`src/rtl/adder_share_arbiter.sv`:
```
// adder_share_arbiter: one shared WIDTH-bit ripple-carry adder serving two
// valid/ready requesters, with a registered {carry, sum} result and its owner id.
// An IDLE -> EXEC -> RESULT FSM runs one operation at a time.
// Ties go round-robin by default. Define ADDER_ARB_FIXED_PRIO_EN to make
// requester 0 always win when both are valid.
module adder_share_arbiter #(
  parameter int WIDTH = 5
) (
  input  logic             i_clk,
  input  logic             i_rst_n,
  input  logic             i_req0_valid,
  input  logic [WIDTH-1:0] i_req0_a,
  input  logic [WIDTH-1:0] i_req0_b,
  output logic             o_req0_ready,
  input  logic             i_req1_valid,
  input  logic [WIDTH-1:0] i_req1_a,
  input  logic [WIDTH-1:0] i_req1_b,
  output logic             o_req1_ready,
  output logic             o_res_valid,
  output logic [WIDTH:0]   o_res_data,
  output logic             o_res_id,
  input  logic             i_res_ready
);

  typedef enum logic [1:0] {
    IDLE   = 2'd0,
    EXEC   = 2'd1,
    RESULT = 2'd2
  } state_t;

  state_t           state_q, state_d;
  logic [WIDTH-1:0] a_q, b_q;
  logic             id_q;
  logic             grant;     // requester that would be accepted in IDLE
  logic             accept;
  logic [WIDTH:0]   sum;

`ifdef ADDER_ARB_FIXED_PRIO_EN
  // Fixed priority: requester 0 wins whenever it is valid
  always_comb grant = !i_req0_valid;
`else
  logic prio_q;

  // Round-robin: the pointer breaks ties, otherwise the lone valid requester wins
  always_comb grant = (i_req0_valid && i_req1_valid) ? prio_q : !i_req0_valid;

  // Pointer moves to the requester that did not own the retired result
  always_ff @(posedge i_clk) begin
    if (!i_rst_n)                              prio_q <= 1'b0;
    else if (state_q == RESULT && i_res_ready) prio_q <= ~o_res_id;
  end
`endif

  // Readies are only offered in IDLE, out of reset, to the single granted requester
  always_comb begin
    // NOTE: every output of a combinational block gets a default first so no latch is inferred.
    o_req0_ready = 1'b0;
    o_req1_ready = 1'b0;
    if (i_rst_n && state_q == IDLE) begin
      o_req0_ready = i_req0_valid && !grant;
      o_req1_ready = i_req1_valid &&  grant;
    end
  end

  assign accept = o_req0_ready || o_req1_ready;

  // Ripple-carry chain over the captured operands; the carry-out becomes the MSB
  always_comb begin : ripple
    logic carry;
    carry = 1'b0;
    sum   = '0;
    for (int i = 0; i < WIDTH; i++) begin
      sum[i] = a_q[i] ^ b_q[i] ^ carry;
      carry  = (a_q[i] & b_q[i]) | (carry & (a_q[i] ^ b_q[i]));
    end
    sum[WIDTH] = carry;
  end

  // Next-state logic: capture in IDLE, one compute cycle, hold until consumed
  always_comb begin
    state_d = state_q;
    unique case (state_q)
      IDLE:    if (accept) state_d = EXEC;
      EXEC:    state_d = RESULT;
      RESULT:  if (i_res_ready) state_d = IDLE;
      default: state_d = IDLE;
    endcase
  end

  // State register
  always_ff @(posedge i_clk) begin
    // NOTE: sequential state uses non-blocking assignments so every flop samples pre-edge values.
    if (!i_rst_n) state_q <= IDLE;
    else          state_q <= state_d;
  end

  // Operand capture and result register; reset discards any in-flight operation
  always_ff @(posedge i_clk) begin
    if (!i_rst_n) begin
      a_q         <= '0;
      b_q         <= '0;
      id_q        <= 1'b0;
      o_res_valid <= 1'b0;
      o_res_data  <= '0;
      o_res_id    <= 1'b0;
    end else begin
      if (accept) begin
        a_q  <= grant ? i_req1_a : i_req0_a;
        b_q  <= grant ? i_req1_b : i_req0_b;
        id_q <= grant;
      end
      if (state_q == EXEC) begin
        o_res_data  <= sum;
        o_res_id    <= id_q;
        o_res_valid <= 1'b1;
      end else if (state_q == RESULT && i_res_ready) begin
        o_res_valid <= 1'b0;
      end
    end
  end

endmodule

```
`config.mk`:
```
export PLATFORM = sky130hd
export DESIGN_NAME = adder_share_arbiter
export DESIGN_NICKNAME = d
export VERILOG_FILES = /design/src/rtl/adder_share_arbiter.sv
export SDC_FILE = /design/constraint.sdc
export NUM_CORES = 1
export LEC_CHECK = 0
export ABC_CLOCK_PERIOD_IN_PS = 2300
export BUFFER_PORTS_ARGS = -buffer_cell sky130_fd_sc_hd__buf_4
export CAP_MARGIN = 20
export CORE_MARGIN = 1
export CORE_UTILIZATION = 47
export DETAILED_ROUTE_END_ITERATION = 10
export HOLD_SLACK_MARGIN = 0.15
export MAX_ROUTING_LAYER = met4
export PLACE_DENSITY = 0.79
export SETUP_SLACK_MARGIN = 0.1
export SKIP_LAST_GASP = 1
export SLEW_MARGIN = 0
export SYNTH_ARGS = -nofsm -noshare
export SYNTH_HDL_FRONTEND = slang
export SYNTH_SLANG_ARGS = --single-unit
```
`constraint.sdc`:
```
create_clock -name i_clk -period 2.3 [get_ports i_clk]
set_input_delay 0.69 -clock i_clk [delete_from_list [all_inputs] [get_ports i_clk]]
set_output_delay 0.69 -clock i_clk [all_outputs]
set_load 0.02 [all_outputs]
```
==> results by stage, run 1 <==
Clock network:
- The H-tree depth is 1.
- Clock tree synthesis inserted a total of 3 buffers.
- The clock-pin transition on the worst setup and hold timing paths is between 0.1 and 0.15 ns.
- In this run the post-CTS setup repair buffer count came out at 0.
- The number of buffers on the longest clock path is 2.
- The number of sinks on the clock net is 22.
- The cell at the root of the clock tree is sky130_fd_sc_hd__clkbuf_4.
- Clock latency on the worst-skew pair, taken at its later pin, is 0.31 ns.
- The TritonCTS clock tree is yes.

Power and ir drop:
- Summing internal, switching and leakage power gives 955 µW.
- Summed over all cells, the static leakage comes to 0.000688 µW.
- The share of total power dissipated in sequential elements is 0.472.
- The clock power share is 0.224.
- The power per cell area is around 590 nW/µm².
- Of the total power, the share spent switching nets is 0.309.
- The switching power summed over all nets is roughly 300 µW.
- The internal portion of the total power is approximately 660 µW.
- The share of power burned in combinational logic is 0.304.
- IR analysis of the VDD net gives a maximum drop of approximately 0.68 mV.

Finish:
- Compared with the post-synthesis result, the final layout area differs by 23.5%.
- The multi-input combinational cell area is 787 µm².
- The number of antenna diodes in the final layout is 0.
- Leaving out fill and tap cells, the most frequent cell in the layout is sky130_fd_sc_hd__buf_4.
- In the final layout, the share of cells above drive strength 1 is 0.459.
- The top cell types in the final layout, fill and taps aside, are 40 x sky130_fd_sc_hd__buf_4, 21 x sky130_fd_sc_hd__dfxtp_1, 14 x sky130_fd_sc_hd__nand2_1.
- The net total in the final layout is 188.
- The sequential cells in the finished layout cover a total of 442 µm².
- The number of fill cells is 232.

GRT:
- The first global-routing pass estimated roughly 4600 µm of wire.
- The combined global-route utilization of all metal layers is 0.231.
- Entering global routing, the biggest net connects 24 pins.
- The number of antenna violations at the first check in global routing was 0.
- The total global routing overflow is 0.
- The number of global-route vias before repair was ~1100.

Run status:
- The run finished with clean final reports.

Setup path:
- The worst register-to-register path ends at o_res_data[4]$_SDFFE_PN0P_.
- The beginning of the worst register-to-register path is a_q[0]$_SDFFE_PN0P_.
- STA classifies the critical path endpoint as a flop.
- Walking the worst path, the cells encountered are ha_2 -> fa_2 -> fa_2 -> fa_2 -> inv_2 -> fa_1 -> nand2_1 -> o211a_1.
- Grouping stages by cell kind, the critical path spends the most delay in adder cells.
- The worst register-to-register path has a depth of 8.
- The number of cells on the critical path is 8.
- The highest net fanout along the worst path is 2.
- The destination of the critical timing path is o_res_data[4]$_SDFFE_PN0P_.
- In this run the register-to-register setup slack is 0.02 ns.
- STA classifies the critical path startpoint as a flop.
- Among the stages of the critical path, the cell type that occurs most often is sky130_fd_sc_hd__fa_2.
- The largest single stage delay on the critical path is ~0.4 ns.
- The data arrival time of the critical path is 2.55 ns.
- The sum of buffers and inverters on the critical path is 1.
- In this run the worst setup path begins at a_q[0]$_SDFFE_PN0P_.
- The slowest stage of the critical path is the sky130_fd_sc_hd__fa_1 cell.
- The critical path in this run is classified as reg2reg.
- At the worst endpoint, the required time is 2.56 ns.

STA:
- The clock period minus final worst setup slack is 2.28 ns.
- Setup repair after global routing could not meet its margin everywhere.
- The final worst clock skew is 0.00353 ns.
- In this run the tightest slew margin relative to its limit is 0.579.
- The final period utilization is 0.993.
- The number of hold violations in the final report is 0.
- Derived from the worst setup path, the maximum achievable clock frequency is approximately 440 MHz.
- The max-slew violation count was 0.
- Setup total negative slack on the finished layout was measured at 0 ns.
- For the pin with the worst max-slew slack, the measured transition is about 0.63 ns.
- Setup violations remaining at the end of the flow were counted as 0.

Die:
- The initialized floorplan defines 18 standard-cell rows.
- The initial utilization of the core area, before any placement, comes to 0.511.
- The x dimension of the die is approximately 55 µm.
- During I/O placement, the number of pins put on the boundary was 35.
- The total area inside the core boundary comes to 2570 µm².
- The vertical extent of the die is 54.8 µm.
- The floorplan step defined a die boundary enclosing 3010 µm².

Yosys:
- Synthesis handed over a netlist of around 120 instances.
- The dominant register cell in the synthesized netlist is sky130_fd_sc_hd__dfxtp_1.
- The area of the mapped netlist is roughly 1300 µm².
- Sorting the synthesized cells by area gives the leading types as sky130_fd_sc_hd__dfxtp_1 34%, sky130_fd_sc_hd__nor4b_2 10%, sky130_fd_sc_hd__nor4_2 7.6%, sky130_fd_sc_hd__fa_1 6.1%, sky130_fd_sc_hd__and4bb_1 5.7%.
- The Yosys warning count is 0.
- The synthesized design contains 22 register bits.
- The synthesized area divided by synthesized cell count is 10.6 µm².
- The sequential cell area fraction in the yosys report is 0.336.
- Synthesis produced a netlist with a net count of roughly 150.
- In the synthesized netlist the async set-or-reset flop fraction comes to 0.
- Of the post-synthesis cell area, the dominant cell type holds 0.336.
- sky130_fd_sc_hd__dfxtp_1 takes more of the synthesized area than any other cell.
- After synthesis, the netlist uses 37 different library cells.
- Counting flops with a built-in enable in the synthesized netlist gives 0.

Drt:
- The remaining number of nets flagged by the antenna check after routing is 0.
- The number of detailed-route iterations in the first pass is 4.
- The via count is between 1000 and 1500.
- Dividing the detail-routed wire length by the instance count gives around 16 µm.
- The total wire length after detailed routing is ~3000 µm.
- After the first detailed-routing iteration, the DRC count stood at 16.
- Dividing the detail-routed via count by the number of cells gives 5.72.
- The remaining routing DRC violations is 0.

Place:
- The number of buffer cells added on primary ports is 34.
- The total half-perimeter wirelength after legalization and detailed placement is around 2100 µm.
- The final RePlAce weighted congestion is roughly 0.84.

Run:
- Across the run, the number of max-cap violations was 0.

Hold path:
- The path category of the worst min-delay check is reg2reg.
- The number of cells on the worst hold path is 2.
==> flip-flops by register name, indices dropped and copies added (netlist names) <==
register     cells
a_q              5
b_q              5
id_q             1
o_res_data       6
o_res_id         1
o_res_valid      1
prio_q           1
state_q          2
==> power by group through the flow <==
| stage | Clock (µW) | Combinational (µW) | Sequential [µW] |
|---|---|---|---|
| after floorplan | 0 | 183 | 470 |
| after global placement | 0 | 285 | 456 |
| after detailed placement | 0 | 292 | 458 |
| after CTS | 220 | 293 | 450 |
| after global routing | 235 | 320 | 455 |
| final | 214 | 291 | 451 |
==> cell families (layout without fill, tap and decap cells) <==
family / after synthesis / count (layout) / share of synthesized area
simple gates: 57 / 57 / 0.399
compound gates: 23 / 23 / 0.114
flops: 22 / 22 / 0.336
buf+inv: 16 / 49 / 0.0724
fa+ha+maj: 5 / 5 / 0.0705
mux: 1 / 1 / 0.00763
==> worst min-delay path, stage by stage (launching register included) <==
cell                       delay, ns
sky130_fd_sc_hd__dfxtp_1        0.33
sky130_fd_sc_hd__nand2_1        0.05
sky130_fd_sc_hd__a21boi_1       0.05
==> metrics by stage <==
step                       util  setup slack (ns)  instance area [µm²]  hold slack [ns]  instances
after detailed placement  0.617           0.00303                 1580            0.442        183
final                     0.632            0.0154                 1620            0.467        187
after global routing      0.632           -0.0626                 1620            0.494        187
after CTS                 0.631          -0.00179                 1620            0.472        187
after global placement    0.617            0.0515                 1580            0.445        183
after floorplan               -            0.0866                 1320            0.427        124
==> Yosys cell counts (all sizes together) (3+ instances only) <==
cell type  instances
clkbuf             6
nor4b             10
nand2             14
nor2               3
nor4bb             3
inv                5
dfxtp             22
a21boi             6
fa                 4
nor4              10
and4bb             7
a21oi             11
buf                5
==> routing by layer <==
| layer | GRT usage | up-vias | share of wire |
|---|---|---|---|
| li1 | - | 521 | - |
| met1 | 0.264 | 518 | 0.44 |
| met2 | 0.378 | 25 | 0.50 |
| met3 | 0.0722 | 6 | 0.043 |
| met4 | 0.0769 | 0 | 0.021 |
| met5 | - | - | 0 |
==> worst min path at each step <==
stage                                          start                    endpoint  slack (ns)
final                     o_res_data[1]$_SDFFE_PN0P_  o_res_data[1]$_SDFFE_PN0P_        0.47
after global routing      o_res_data[0]$_SDFFE_PN0P_  o_res_data[0]$_SDFFE_PN0P_        0.49
after CTS                          id_q$_SDFFE_PN0P_       o_res_id$_SDFFE_PN0P_        0.47
after detailed placement           id_q$_SDFFE_PN0P_       o_res_id$_SDFFE_PN0P_        0.44
after global placement    o_res_data[1]$_SDFFE_PN0P_  o_res_data[1]$_SDFFE_PN0P_        0.44
after floorplan                    id_q$_SDFFE_PN0P_       o_res_id$_SDFFE_PN0P_        0.43
==> timing repair <==
action                                  4_1_cts  5_1_grt
endpoints found under the setup margin        1        1
gates resized for setup                       0        1
pin swaps                                     1        0
hold endpoints to repair                      0        0
hold buffers                                  0        0
==> final cells by class <==
| type | count | area share |
|---|---|---|
| clock buffers | 4 | 0.0224 |
| inverters | 5 | 0.0116 |
| multi-input cells | 86 | 0.485 |
| flip-flops and latches | 22 | 0.272 |
| well taps | 30 | 0.0231 |
| repair buffers | 40 | 0.185 |
(Power assumes the default switching activity.)
==> run 2: changes to the inputs <==
--- a/config.mk
+++ b/config.mk
@@ -14,6 +14,7 @@
 export HOLD_SLACK_MARGIN = 0.15
 export MAX_ROUTING_LAYER = met4
 export PLACE_DENSITY = 0.79
+export REMOVE_ABC_BUFFERS = 1
 export SETUP_SLACK_MARGIN = 0.1
 export SKIP_LAST_GASP = 1
 export SLEW_MARGIN = 0
==> run 2 against run 1 <==
Net effect: sequential power barely moved; global-route usage rose by 0.67 points; power rose by 8.6%; clock power rose by 40%; critical endpoint unchanged; critical path type unchanged.
==> results by stage, run 2 (same netlist as run 1, synthesis figures left out) <==
Clock network:
- The post-CTS repair timing setup buffer count was 0 (unchanged).
- The number of buffers on the longest clock path was 2 (unchanged).
- The number of sinks on the clock net is 22 (unchanged).
- The clock latency on the worst-skew pair is 0.31 ns (about the same).
- The cell sitting at the root of the clock tree is a sky130_fd_sc_hd__clkbuf_4.
- The number of buffers inserted for hold repair after clock tree synthesis is 0 (unchanged).
- The clock-pin transition on the worst setup and hold timing paths came to 0.13 ns (about the same).
- The number of buffers added by the clock tree synthesis step is 3 (unchanged).
- The H-tree depth is 1 (unchanged).
- The TritonCTS clock tree is yes.

GRT:
- The number of global-route vias before repair came to 1024 (-3.1%).
- The combined global-route utilization of all metal layers was 0.237 (+0.00671).
- The first-pass GRT wire length came to 4840 µm (+4.3%).
- The pin count of the biggest net entering global routing is 24 (unchanged).
- The number of antenna violations at the first check in global routing is 0 (unchanged).
- The total global routing overflow is 0 (unchanged).

Setup path:
- The highest net fanout along the worst path is 2 (unchanged).
- Tracing the worst setup path back leads to its startpoint at a_q[0]$_SDFFE_PN0P_.
- The kind of end point of the critical path is a flop.
- The worst-case reg-to-reg path depth is 8 (unchanged).
- The data required time of the worst path is 2.56 ns (about the same).
- The data arrival time of the critical path is 2.53 ns (-0.02 ns).
- STA classifies the critical path startpoint as a flop.
- The minimum setup slack among reg-to-reg paths is 0.03 ns (+0.02 ns).
- The end of the worst register-to-register path is o_res_data[4]$_SDFFE_PN0P_.
- The kind of critical path is reg2reg.
- The destination of the critical timing path is o_res_data[4]$_SDFFE_PN0P_.
- The beginning of the worst register-to-register path is a_q[0]$_SDFFE_PN0P_.

Drt:
- The total wire length after detailed routing is 2910 µm (-1.3%).
- The remaining number of nets flagged by the antenna check after routing came to 0 (unchanged).
- The number of detailed-route iterations in the first pass came to 4 (unchanged).
- The ratio of routed vias to standard cells was 5.66 (-1.1%).
- The via count is 1053 (-1.6%).
- The first-iteration detailed-routing DRC count is 14 (-2).
- The remaining routing DRC violations was 0 (unchanged).
- The mean routed wirelength per cell is 15.7 µm (-0.79%).

Hold path:
- The path category of the worst min-delay check is reg2reg.
- The number of cells on the worst hold path was 2 (unchanged).

Power and ir drop:
- The maximum resistive drop on vdd is 0.455 mV (-33%).
- The leakage power came to 0.000691 µW (+0.53%).
- The power per cell area is 634 nW/µm² (+7.7%).

STA:
- The clock period minus final worst setup slack is 2.27 ns (-0.0179 ns).
- The setup slack after layout is 0.0333 ns (+0.0179 ns).
- The final period utilization is 0.986 (-0.00779).
- The maximum operating frequency is 441 MHz (+0.79%).
- The measured slew at the worst slew-check pin came to 0.684 ns (+0.0533 ns).
- The final worst clock skew is 0.00361 ns (+0.0000891 ns).
- The number of setup violations in the final report is 0 (unchanged).
- The worst-case headroom to the max-slew limit came to 0.543 (-0.0356).
- Setup repair after global routing could not meet its margin everywhere.
- The max-slew violation count is 0 (unchanged).
- The number of hold violations in the final report was 0 (unchanged).

Die:
- The area of the die is 3010 µm² (unchanged).
- The vertical extent of the die is 54.8 µm (unchanged).
- The number of core rows is 18 (unchanged).
- The x dimension of the die is 54.8 µm (unchanged).
- The area of the core was 2570 µm² (unchanged).
- The number of top-level design ports was 35 (unchanged).
- The effective utilization at floorplan was 0.511 (unchanged).

Finish:
- The area used by sequential logic in the layout is 442 µm² (unchanged).
- The flip-flop count of the largest register after layout is 6 (unchanged).
- The net total in the final layout is 187 (-0.53%).
- The largest register by flop count is o_res_data.
- The post-route cell area is 1640 µm² (+0.85%).
- Relative to the synthesized area, the layout overhead comes to 24.6%.
- The fraction of layout cells with a size suffix above 1 is 0.455 (-0.00347).
- The multi-input combinational cell area is 792 µm² (+0.64%).
- The number of antenna repair diodes is 0 (unchanged).
- The number of fill cells was 229 (-1.3%).
- In the layout the commonest cells are 39 x sky130_fd_sc_hd__buf_4, 21 x sky130_fd_sc_hd__dfxtp_1, 14 x sky130_fd_sc_hd__nand2_1.
- The largest registers in the layout are o_res_data (6), a_q (5), b_q (5).
- The final core area utilization is 0.637 (+0.00536).
- The library cell used most frequently in the layout, excluding fill and tap cells, is sky130_fd_sc_hd__buf_4.

Place:
- The total half-perimeter wirelength after legalization and detailed placement is 1990 µm (-7.0%).
- The final RePlAce weighted congestion is 0.786 (-6.5%).
- The number of buffer cells added on primary ports came to 34 (unchanged).
- The placement-stage cell area came to 1570 µm² (-1.1%).
- The post-place setup slack is -0.101 ns (-0.104 ns).

Run status:
- The flow ran to the end, and the final reports show no timing, DRC or antenna violations.

Run:
- The max-cap violation count is 0 (unchanged).
run 2: cell count changes in the layout (fill, tap and decap cells not counted), sizes merged:
cell / before / now
bufinv: 0 / 1
clkbuf: 4 / 3
buf: 40 / 39
run 2: cell type report:
type,count,area share
multi-input combinational,86,0.484
sequential,22,0.270
timing repair buffer,39,0.179
tap,30,0.0230
clock inverter,1,0.0184
clock buffer,3,0.0138
inverter,5,0.0115
run 2: where the power goes:
group	internal, µW	switching [µW]
clock network	176	123
registers	421	28.1
logic	140	149
run 2: worst max-delay path, stage by stage, from the launching register on:
cell	delay, ns
sky130_fd_sc_hd__dfxtp_2	0.35
sky130_fd_sc_hd__ha_2	0.18
sky130_fd_sc_hd__fa_2	0.33
sky130_fd_sc_hd__fa_2	0.35
sky130_fd_sc_hd__fa_2	0.33
sky130_fd_sc_hd__inv_1	0.07
sky130_fd_sc_hd__fa_1	0.40
sky130_fd_sc_hd__nand2_1	0.07
sky130_fd_sc_hd__o211a_1	0.14
run 2: what timing repair did:
item,4_1_cts,5_1_grt
endpoints found under the setup margin,3,2
resized for setup,5,1
pin swaps,0,0
run 2: worst min-delay path by stage:
stage	slack [ns]	endpoint	startpoint
after floorplan	0.43	o_res_id$_SDFFE_PN0P_	id_q$_SDFFE_PN0P_
after global placement	0.44	o_res_id$_SDFFE_PN0P_	id_q$_SDFFE_PN0P_
after detailed placement	0.45	o_res_id$_SDFFE_PN0P_	id_q$_SDFFE_PN0P_
after CTS	0.47	o_res_data[2]$_SDFFE_PN0P_	o_res_data[2]$_SDFFE_PN0P_
after global routing	0.48	o_res_data[2]$_SDFFE_PN0P_	o_res_data[2]$_SDFFE_PN0P_
final	0.46	o_res_data[3]$_SDFFE_PN0P_	o_res_data[3]$_SDFFE_PN0P_
run 2: metrics by stage:
step | setup TNS (ns) | total power, µW | hold WS [ns] | std cells
6_report | 0 | 1040 | 0.464 | 186
5_1_grt | -0.0787 | 1100 | 0.481 | 186
4_1_cts | -0.0101 | 1040 | 0.469 | 186
3_5_place_dp | -0.101 | 740 | 0.446 | 182
3_3_place_gp | -0.0463 | 732 | 0.442 | 182
2_1_floorplan | -0.00339 | 626 | 0.427 | 113
run 2: per-layer routing:
metal  vias up  track usage  routed length, µm
met5         -            -                  0
met4         0       0.0684                 36
met3         4       0.0250                 95
met2        27        0.386               1470
met1       505        0.308               1310
li1        517            -                  -
==> run 3: changes to the inputs <==
--- a/config.mk
+++ b/config.mk
@@ -10,7 +10,9 @@
 export CAP_MARGIN = 20
 export CORE_MARGIN = 1
 export CORE_UTILIZATION = 47
+export CTS_CLUSTER_DIAMETER = 30
 export DETAILED_ROUTE_END_ITERATION = 10
+export GPL_TIMING_DRIVEN = 0
 export HOLD_SLACK_MARGIN = 0.15
 export MAX_ROUTING_LAYER = met4
 export PLACE_DENSITY = 0.79
==> run 3 against run 2 <==
Net effect: register-to-register slack hardly changed; clock power is 30% lower; largest power group unchanged; clock skew increased by 0.0042 ns; critical endpoint unchanged; core utilization shrank 0.73 points; clock-buffer cell count is 1 higher; non-clock buffer count is 3 lower; wire length decreased by 8.3%; sequential cell count did not move; power shrank 8.7%; final cell count shrank 1.1%; first-iteration DRC count shrank 50%; critical path depth is the same.
==> results by stage, run 3 (same netlist as run 1, synthesis figures left out) <==
Run status:
- The run finished with clean final reports.

Finish:
- The flip-flop count of the largest register after layout is 6 (unchanged).
- The filler-free cell count of the finished design is 184 (-1.1%).
- The largest registers in the layout are o_res_data (6), a_q (5), b_q (5).
- The net total in the final layout was 185 (-1.1%).
- The number of antenna repair diodes is 0 (unchanged).
- Ranked by flip-flop count, first place goes to o_res_data.
- The fraction of layout cells with a size suffix above 1 is 0.474 (+0.0189).
- The number of fill cells was 208 (-9.2%).
- The area growth from synthesis to layout is 23.2%.
- The library cell used most frequently in the layout, excluding fill and tap cells, is sky130_fd_sc_hd__buf_4.
- The top cell types in the final layout, fill and taps aside, are 36 x sky130_fd_sc_hd__buf_4, 18 x sky130_fd_sc_hd__dfxtp_1, 14 x sky130_fd_sc_hd__nand2_1.

Clock network:
- TritonCTS built the clock tree.
- The number of buffers on the longest clock path was 2 (unchanged).
- The number of buffers added by the clock tree synthesis step is 3 (unchanged).
- The clock-pin transition on the worst setup and hold timing paths came to 0.12 ns (about the same).
- The clock latency on the worst-skew pair is 0.30 ns (about the same).
- The number of buffers inserted for hold repair after clock tree synthesis is 0 (unchanged).
- The number of sinks on the clock net was 22 (unchanged).
- The H-tree depth is 1 (unchanged).
- The tree is rooted in a sky130_fd_sc_hd__clkbuf_4.

Power and ir drop:
- The power per cell area is 586 nW/µm² (-7.6%).
- The leakage power was 0.000669 µW (-3.3%).
- The maximum resistive drop on vdd is 0.573 mV (+26%).

Place:
- The number of buffer cells added on primary ports is 34 (unchanged).
- The post-place setup slack is -0.0895 ns (+0.0116 ns).
- The total half-perimeter wirelength after legalization and detailed placement is 1850 µm (-7.1%).
- The number of placed cells counting well taps is 177 (-2.7%).
- The final RePlAce weighted congestion is 0.814 (+3.5%).

STA:
- The worst-case headroom to the max-slew limit came to 0.554 (+0.0112).
- The maximum operating frequency is 441 MHz (about the same).
- The clock period minus final worst setup slack is 2.27 ns (+0.000842 ns).
- The max-slew violation count is 0 (unchanged).
- The final period utilization is 0.986 (about the same).
- The measured slew at the worst slew-check pin was 0.668 ns (-0.0167 ns).
- The setup slack after layout is 0.0325 ns (-0.000842 ns).
- The number of setup violations in the final report is 0 (unchanged).
- The final worst clock skew is 0.00778 ns (+0.00417 ns).
- The number of hold violations in the final report is 0 (unchanged).
- Setup repair after global routing could not meet its margin everywhere.

Drt:
- The remaining number of nets flagged by the antenna check after routing is 0 (unchanged).
- The number of detailed-route iterations in the first pass is 4 (unchanged).
- The first-iteration detailed-routing DRC count is 7 (-7).
- The mean routed wirelength per cell is 14.5 µm (-7.3%).
- The total wire length after detailed routing is 2670 µm (-8.3%).
- The ratio of routed vias to standard cells is 5.64 (-0.45%).
- The via count is 1037 (-1.5%).
- The remaining routing DRC violations came to 0 (unchanged).

Die:
- The number of top-level design ports came to 35 (unchanged).
- The effective utilization at floorplan is 0.511 (unchanged).
- The number of core rows is 18 (unchanged).
- The vertical extent of the die is 54.8 µm (unchanged).
- The area of the core is 2570 µm² (unchanged).
- The x dimension of the die is 54.8 µm (unchanged).
- The area of the die is 3010 µm² (unchanged).

GRT:
- The pin count of the biggest net entering global routing is 24 (unchanged).
- The combined global-route utilization of all metal layers is 0.221 (-0.0160).
- The number of antenna violations at the first check in global routing came to 0 (unchanged).
- The number of global-route vias before repair is 1040 (+1.6%).
- The total global routing overflow is 0 (unchanged).
- The first-pass GRT wire length was 4550 µm (-6.0%).

Hold path:
- The number of cells on the worst hold path is 2 (unchanged).
- The path category of the worst min-delay check is reg2reg.

Setup path:
- The data arrival time of the critical path is 2.52 ns (about the same).
- The critical path startpoint category is a flop.
- The minimum setup slack among reg-to-reg paths came to 0.03 ns (about the same).
- By startpoint and endpoint, the worst setup path is classified as reg2reg.
- The worst-case reg-to-reg path depth is 8 (unchanged).
- The highest net fanout along the worst path is 2 (unchanged).
- The data required time of the worst path was 2.55 ns (about the same).
- STA classifies the critical path endpoint as a flop.

Run:
- The max-cap violation count is 0 (unchanged).
run 3: what timing repair did:
action                                  4_1_cts  5_1_grt
gates resized for setup                      10        3
cloned                                        1        0
pin swaps                                     3        2
endpoints found under the setup margin        4        3
setup buffers                                 0        2
run 3: layout make-up:
type / instances / area, µm² / area share
Clock buffer: 4 / 36.3 / 0.0224
Inverter: 5 / 18.8 / 0.0116
Multi-Input combinational cell: 87 / 803 / 0.497
Sequential cell: 22 / 450 / 0.279
Tap cell: 30 / 37.5 / 0.0232
Timing Repair Buffer: 36 / 270 / 0.167
run 3: metrics by stage:
step | setup TNS [ns] | total power, µW | hold slack, ns | instance area [µm²] | utilization
2_1_floorplan | -0.00339 | 626 | 0.427 | 1240 | -
3_3_place_gp | -0.0879 | 716 | 0.441 | 1530 | 0.596
3_5_place_dp | -0.0895 | 727 | 0.444 | 1530 | 0.596
4_1_cts | -0.00923 | 946 | 0.465 | 1600 | 0.621
5_1_grt | -0.0517 | 1000 | 0.476 | 1620 | 0.630
6_report | 0 | 947 | 0.461 | 1620 | 0.630
run 3: routing by layer:
layer	vias to the layer above	track usage	wire, µm
li1	515	-	-
met5	-	-	0
met4	0	0.0513	34
met1	490	0.253	1140
met3	4	0.0583	119
met2	28	0.382	1370
run 3: report_power, final:
| group | switching, µW | internal [µW] |
|---|---|---|
| clock network | 111 | 96.6 |
| logic | 128 | 141 |
| registers | 49.0 | 422 |
| total | 288 | 659 |
run 3: path summary, 6_finish.rpt:
| check | startpoint | end |
|---|---|---|
| max | a_q[0]$_SDFFE_PN0P_ | o_res_data[4]$_SDFFE_PN0P_ |
| min | id_q$_SDFFE_PN0P_ | o_res_id$_SDFFE_PN0P_ |
| max reg2reg | a_q[0]$_SDFFE_PN0P_ | o_res_data[4]$_SDFFE_PN0P_ |
| min reg2reg | id_q$_SDFFE_PN0P_ | o_res_id$_SDFFE_PN0P_ |
run 3: critical path, stage by stage (launching register included):
cell and delay (ns):
sky130_fd_sc_hd__dfxtp_2 0.36, sky130_fd_sc_hd__ha_4 0.16, sky130_fd_sc_hd__fa_2 0.35, sky130_fd_sc_hd__fa_2 0.35, sky130_fd_sc_hd__fa_2 0.34, sky130_fd_sc_hd__inv_2 0.06, sky130_fd_sc_hd__fa_1 0.39, sky130_fd_sc_hd__nand2_1 0.07
sky130_fd_sc_hd__o211a_1 0.14
